--- src/rtl/wb_dbg_master_if.sv ---
// wb_dbg_master_if: 32-bit Wishbone master port bundle for the debug initiator
// Signals keep the initiator-side names; master drives the _o members, slave drives the _i members.
interface wb_dbg_master_if;
    logic        wb_cyc_o;
    logic        wb_stb_o;
    logic        wb_we_o;
    logic [3:0]  wb_sel_o;
    logic [31:0] wb_adr_o;
    logic [31:0] wb_dat_o;
    logic [31:0] wb_dat_i;
    logic        wb_ack_i;
    logic        wb_err_i;
    modport master (
        output wb_cyc_o, wb_stb_o, wb_we_o, wb_sel_o, wb_adr_o, wb_dat_o,
        input  wb_dat_i, wb_ack_i, wb_err_i
    );
    modport slave (
        input  wb_cyc_o, wb_stb_o, wb_we_o, wb_sel_o, wb_adr_o, wb_dat_o,
        output wb_dat_i, wb_ack_i, wb_err_i
    );
endinterface

--- src/rtl/wb_dbg_master.sv ---
// wb_dbg_master: byte-stream command protocol to single 32-bit Wishbone master cycles
// Ports: wb_clk_i/wb_rst_i clock and sync reset; rx_data/rx_valid command bytes in;
// tx_data/tx_valid/tx_ready response bytes out; wb Wishbone master port;
// busy_o high outside IDLE; overrun_o sticky flag for bytes dropped during BUS/RESP.
module wb_dbg_master #(
    parameter int TIMEOUT = 1024
) (
    input  logic                   wb_clk_i,
    input  logic                   wb_rst_i,
    input  logic [7:0]             rx_data,
    input  logic                   rx_valid,
    output logic [7:0]             tx_data,
    output logic                   tx_valid,
    input  logic                   tx_ready,
    wb_dbg_master_if.master        wb,
    output logic                   busy_o,
    output logic                   overrun_o
);
    typedef enum logic [2:0] {IDLE, ADDR, DATA, BUS, RESP} state_t;
    state_t      state_q;
    logic [1:0]  cnt_q;
    logic        we_q;
    logic        cyc_q;
    logic        bus_we_q;
    logic        busy_q;
    logic        ovr_q;
    logic        txv_q;
    logic [7:0]  txd_q;
    logic [15:0] to_q;
    logic [31:0] adr_q;
    logic [31:0] dat_q;
    logic [31:0] resp_q;
    assign wb.wb_cyc_o = cyc_q;
    assign wb.wb_stb_o = cyc_q;
    assign wb.wb_we_o  = bus_we_q;
    assign wb.wb_sel_o = {4{cyc_q}};
    assign wb.wb_adr_o = adr_q;
    assign wb.wb_dat_o = dat_q;
    assign tx_data     = txd_q;
    assign tx_valid    = txv_q;
    assign busy_o      = busy_q;
    assign overrun_o   = ovr_q;
    always_ff @(posedge wb_clk_i) begin
        if (wb_rst_i) begin
            state_q  <= IDLE;
            cnt_q    <= '0;
            we_q     <= 1'b0;
            cyc_q    <= 1'b0;
            bus_we_q <= 1'b0;
            busy_q   <= 1'b0;
            ovr_q    <= 1'b0;
            txv_q    <= 1'b0;
            txd_q    <= '0;
            to_q     <= '0;
            adr_q    <= '0;
            dat_q    <= '0;
            resp_q   <= '0;
        end else begin
            if (rx_valid && (state_q == BUS || state_q == RESP))
                ovr_q <= 1'b1;
            case (state_q)
                IDLE: if (rx_valid) begin
                    busy_q <= 1'b1;
                    cnt_q  <= '0;
                    if (rx_data == 8'h57 || rx_data == 8'h52) begin
                        we_q    <= rx_data == 8'h57;
                        state_q <= ADDR;
                    end else begin
                        txd_q   <= 8'h3F;
                        txv_q   <= 1'b1;
                        state_q <= RESP;
                    end
                end
                ADDR: if (rx_valid) begin
                    adr_q <= {adr_q[23:0], rx_data};
                    cnt_q <= cnt_q + 2'd1;
                    if (cnt_q == 2'd3) begin
                        state_q  <= we_q ? DATA : BUS;
                        cyc_q    <= !we_q;
                        bus_we_q <= 1'b0;
                        to_q     <= '0;
                    end
                end
                DATA: if (rx_valid) begin
                    dat_q <= {dat_q[23:0], rx_data};
                    cnt_q <= cnt_q + 2'd1;
                    if (cnt_q == 2'd3) begin
                        state_q  <= BUS;
                        cyc_q    <= 1'b1;
                        bus_we_q <= 1'b1;
                        to_q     <= '0;
                    end
                end
                BUS: begin
                    to_q <= to_q + 16'd1;
                    if (wb.wb_err_i || wb.wb_ack_i || to_q == 16'(TIMEOUT - 1)) begin
                        cyc_q    <= 1'b0;
                        bus_we_q <= 1'b0;
                        txv_q    <= 1'b1;
                        state_q  <= RESP;
                        cnt_q    <= '0;
                        // err has priority over ack; timeout only matters when neither arrived
                        if (!wb.wb_err_i && wb.wb_ack_i && !we_q) begin
                            txd_q  <= wb.wb_dat_i[31:24];
                            resp_q <= {wb.wb_dat_i[23:0], 8'h00};
                            cnt_q  <= 2'd3;
                        end else begin
                            txd_q <= (!wb.wb_err_i && wb.wb_ack_i) ? 8'h4B : 8'h45;
                        end
                    end
                end
                RESP: if (tx_ready) begin
                    if (cnt_q == 2'd0) begin
                        txv_q   <= 1'b0;
                        busy_q  <= 1'b0;
                        state_q <= IDLE;
                    end else begin
                        txd_q  <= resp_q[31:24];
                        resp_q <= {resp_q[23:0], 8'h00};
                        cnt_q  <= cnt_q - 2'd1;
                    end
                end
                default: state_q <= IDLE;
            endcase
        end
    end
endmodule

--- src/flat_wrapper.sv ---
// flat-port wrapper written by rule: the top's interface ports become plain ports
module wb_dbg_master_flat 
#(
    parameter int TIMEOUT = 1024
)
  (wb_clk_i, wb_rst_i, rx_data, rx_valid, tx_data, tx_valid, tx_ready, busy_o, overrun_o, wb_wb_cyc_o, wb_wb_stb_o, wb_wb_we_o, wb_wb_sel_o, wb_wb_adr_o, wb_wb_dat_o, wb_wb_dat_i, wb_wb_ack_i, wb_wb_err_i);
  wb_dbg_master_if wb_i ();
  input  logic wb_clk_i;
  input  logic wb_rst_i;
  input  logic [7:0] rx_data;
  input  logic rx_valid;
  output logic [7:0] tx_data;
  output logic tx_valid;
  input  logic tx_ready;
  output logic busy_o;
  output logic overrun_o;
  output wire logic [$bits(wb_i.wb_cyc_o)-1:0] wb_wb_cyc_o;
  output wire logic [$bits(wb_i.wb_stb_o)-1:0] wb_wb_stb_o;
  output wire logic [$bits(wb_i.wb_we_o)-1:0] wb_wb_we_o;
  output wire logic [$bits(wb_i.wb_sel_o)-1:0] wb_wb_sel_o;
  output wire logic [$bits(wb_i.wb_adr_o)-1:0] wb_wb_adr_o;
  output wire logic [$bits(wb_i.wb_dat_o)-1:0] wb_wb_dat_o;
  input wire logic [$bits(wb_i.wb_dat_i)-1:0] wb_wb_dat_i;
  input wire logic [$bits(wb_i.wb_ack_i)-1:0] wb_wb_ack_i;
  input wire logic [$bits(wb_i.wb_err_i)-1:0] wb_wb_err_i;
  assign wb_wb_cyc_o = wb_i.wb_cyc_o;
  assign wb_wb_stb_o = wb_i.wb_stb_o;
  assign wb_wb_we_o = wb_i.wb_we_o;
  assign wb_wb_sel_o = wb_i.wb_sel_o;
  assign wb_wb_adr_o = wb_i.wb_adr_o;
  assign wb_wb_dat_o = wb_i.wb_dat_o;
  assign wb_i.wb_dat_i = wb_wb_dat_i;
  assign wb_i.wb_ack_i = wb_wb_ack_i;
  assign wb_i.wb_err_i = wb_wb_err_i;
  wb_dbg_master #(.TIMEOUT(TIMEOUT)) u_core (.wb_clk_i(wb_clk_i), .wb_rst_i(wb_rst_i), .rx_data(rx_data), .rx_valid(rx_valid), .tx_data(tx_data), .tx_valid(tx_valid), .tx_ready(tx_ready), .wb(wb_i), .busy_o(busy_o), .overrun_o(overrun_o));
endmodule
--- config.mk ---
export PLATFORM = sky130hd
export DESIGN_NAME = wb_dbg_master_flat
export DESIGN_NICKNAME = d
export VERILOG_FILES = /design/src/rtl/wb_dbg_master_if.sv /design/src/rtl/wb_dbg_master.sv /design/src/flat_wrapper.sv
export SDC_FILE = /design/constraint.sdc
export NUM_CORES = 1
export LEC_CHECK = 0
export ABC_AREA = 0
export ABC_CLOCK_PERIOD_IN_PS = 4200
export CAP_MARGIN = 20
export CORE_MARGIN = 8
export CORE_UTILIZATION = 53
export DETAILED_ROUTE_END_ITERATION = 8
export PLACE_DENSITY = 0.85
export SYNTH_ARGS = -nofsm -noshare
export SYNTH_HDL_FRONTEND = slang
export SYNTH_SLANG_ARGS = --single-unit
--- constraint.sdc ---
create_clock -name wb_clk_i -period 4.2 [get_ports wb_clk_i]
set_input_delay 0.84 -clock wb_clk_i [delete_from_list [all_inputs] [get_ports wb_clk_i]]
set_output_delay 0.84 -clock wb_clk_i [all_outputs]
set_load 0.005 [all_outputs]
==> flow_summary.toml <==
[setup_path]
crit_path_start_kind = "flop"
worstSetupStartpoint = "u_core.state_q[0]$_SDFFE_PP0P_"
cp_slowest_cell = "o31ai_2"
cp_max_fo = 31
path_delay_family = "simple AND/OR/NAND/NOR gates"
critical_path_buf_inv_count = 0
crit_type = "flop to flop"
cp.depth = 5
r2r_cells = 5
critical_path_arrival_ns = 3.25
required_ns = 4.56
r2r_start = "u_core.state_q[0]$_SDFFE_PP0P_"
path_common_cell = "nor2_1"
worstSetupEndpointType = "flop"
cp_cell_sequence = "or3b_4 > nor2_1 > or3_4 > o31ai_2 > nor2_1"
cpPeakStageDelay_ns = 0.81

[synth]
synth-seq-area-share = 0.4780
synth_top_area_frac = 0.4780
yosysUniqueCellTypes = 50
synth_seq_cells = 123
synth_cells = 650
synth-edff-count = 0
ys.flop_type = "dfxtp_1"
synth_top_cell_by_area = "dfxtp_1"
synth_warnings = 0
async_flop_share = 0
syn_avg_cell_area_um2 = 7.925
netlist_area_mm2 = 0.005151
synth_area_leaders = "dfxtp_1, nand2_1, a21oi_1"
syn-num-nets = 697

[power]
clock_power_share = 0.519
p_leak_nw = 2.402
power.internal_w = 0.002416
p_seq_frac = 0.392
vdd_drop_max_v = 0.0004296
combPwrFrac = 0.089
power.density_mw_per_mm2 = 442.4
netSwitchingFraction = 0.2290
switchingPower_w = 0.0007175

[die]
std_cell_rows = 36
start_util = 0.5369
die_w_um = 114.6
io_pins = 128
fp.dieH_um = 114.6
core_mm2 = 0.009594
die_area_mm2 = 0.01313

[clocking]
clkTransAtPathRegs_ns = 0.06
cts-htree-levels = 4
max-clock-path-buffers = 2
tritoncts = "yes"
clock_sinks = 123
cts_hold_buf = 0
numCtsBuffers = 17
post_cts_resized = 0
root_buffer = "clkbuf_8"
cts_setup_buffers = 0
clock_latency_ns = 0.52

[finish]
postLayoutCoreUtil = 0.7383
fill_cells = 674
drive_gt1_frac = 0.07077
area_growth_pct = 37.50
diodes = 0
layout.nets = 798
finish.instance_area_mm2 = 0.007083
stdcell_count = 896

[detailed_routing]
ant_nets = 0
dr_wl_met3_mm = 1.220
drt-initial-drc-count = 332
wl_met2_mm = 7.490
wl_met1_mm = 5.854
dr.max_layer_used = "met4"
drt_wl_total_mm = 14.87
drt_pass1_iterations = 5
viasPerCell = 5.485
dr_total_vias = 4915
avgRoutedWirePerCell_um = 16.59
drc = 0

[global_routing]
antenna_found_initial = 0
grt_max_degree = 110
grt_pass1_wl_mm = 23.91
grt_pass1_vias = 4867
grt.total_usage = 0.2276
globalRoute.totalOverflow = 0

[job]
cap_viol_max_count = 0

[hold_path]
worstHoldStart = "u_core.resp_q[8]$_SDFFE_PP0P_"
hp-class = "flop to flop"
hold_depth = 2

[timing]
worstMarginPinSlew_ns = 1.095
fin_crit_ns = 2.889
fin_worst_skew_ns = 0.007165
maxSlewHeadroom = 0.2702
layout_setup_ws_ns = 1.311
slew_violations = 0
fmax_ghz = 0.3461
tns_ns = 0
finalSetupViolations = 0
rsz0062_at_grt = "no"
hold_viol = 0
period_share = 0.6879

[placed_design]
placed_cell_area_mm2 = 0.006369
dp_worst_setup_slack_ns = 1.030
port_buffers = 127
dp_hpwl_mm = 9.616
placed_cells = 862
place_congestion = 0.8583

[run_status]
outcome = "finished clean"
==> stage by stage <==
stage	total power, W	hold WS [ns]
floorplan	0.001414	0.4321
global placement	0.001513	0.4418
detailed placement	0.001524	0.4453
CTS	0.003132	0.4523
global route	0.003228	0.4672
finish	0.003134	0.4525
==> worst reg2reg max path, stage by stage, from the launching register on <==
cell,delay (ns)
dfxtp_1,0.74
or3b_4,0.48
nor2_1,0.12
or3_4,0.43
o31ai_2,0.81
nor2_1,0.14
==> power groups by stage <==
stage / Sequential (W) / Clock (W) / Combinational, W
detailed placement: 0.00125 / 0 / 0.000271
finish: 0.00123 / 0.00163 / 0.000278
floorplan: 0.00124 / 0 / 0.000173
global route: 0.00123 / 0.00169 / 0.000306
global placement: 0.00125 / 0 / 0.000262
CTS: 0.00123 / 0.00163 / 0.000276
==> state kept, by name (all words and copies together) (netlist names) <==
register / count
u_core.to_q: 16
u_core.tx_valid: 1
u_core.cnt_q: 2
u_core.resp_q: 24
u_core.wb.wb_cyc_o: 1
u_core.we_q: 1
u_core.wb.wb_adr_o: 32
u_core.state_q: 3
u_core.busy_o: 1
u_core.wb.wb_dat_o: 32
u_core.wb.wb_we_o: 1
u_core.tx_data: 8
u_core.overrun_o: 1
==> Yosys cell counts (all sizes together), types with 3 or more instances <==
cell type and instances:
nand2 188, or3 7, nor2 47, buf 20
nor4b 3, a311oi 17, dfxtp 123, nor3 13
nor2b 6, o21ai 15, and3 4, inv 4
xor2 7, xnor2 10, clkbuf 32, a21o 6
nand3 19, a21oi 94, nand4 5
==> cells by family (layout without fill, tap and decap cells) <==
group	Yosys count	in the layout	synth area share
compound gates	147	147	0.1793
buf+inv	56	169	0.05101
flops	123	123	0.4780
xor+xnor	17	17	0.02890
fa+ha+maj	1	1	0.002429
simple gates	306	306	0.2604
==> per-layer routing <==
metal  track usage  vias up
li1              -     2395
met1        0.2486     2318
met2        0.3865      173
met3       0.09388       29
met4       0.08341        0
met5             0        -
==> layout by cell type (no fill, tap or decap), types with 2 or more instances in the layout <==
cell,instances
o21ai_0,9
a21o_1,6
nor3b_2,2
nor2b_1,6
o21ai_1,4
and3_1,4
a311oi_1,17
nor3_1,13
nand2_1,188
clkdlybuf4s50_1,126
xnor2_1,10
nor2_1,47
a21oi_1,94
o21ai_2,2
a221oi_2,2
buf_8,2
inv_1,4
clkinvlp_4,2
bufinv_16,6
buf_4,5
clkbuf_16,16
nand3_1,19
dfxtp_1,123
nor4b_1,3
a2111oi_2,2
or3_1,6
xor2_1,7
inv_6,3
nor4_1,2
nand4_1,5
clkinv_4,2
==> area by class of cell <==
| class | instances | area, um2 | share of cell area |
|---|---|---|---|
| flip-flops and latches | 123 | 2462 | 0.3476 |
| well taps | 133 | 166.4 | 0.02349 |
| inverters | 4 | 15.01 | 0.002120 |
| clock buffers | 18 | 417.9 | 0.05900 |
| clock inverters | 13 | 239.0 | 0.03374 |
| repair buffers | 134 | 1356 | 0.1915 |
| multi-input cells | 471 | 2426 | 0.3425 |
==> worst paths after layout <==
kind	endpoint	slack, ns
max reg2reg	u_core.to_q[7]$_SDFFE_PP0P_	1.31
min reg2reg	u_core.resp_q[8]$_SDFFE_PP0P_	0.45
min	u_core.resp_q[8]$_SDFFE_PP0P_	0.45
max	u_core.to_q[7]$_SDFFE_PP0P_	1.31
No activity file was read; power rests on OpenSTA's default activity.
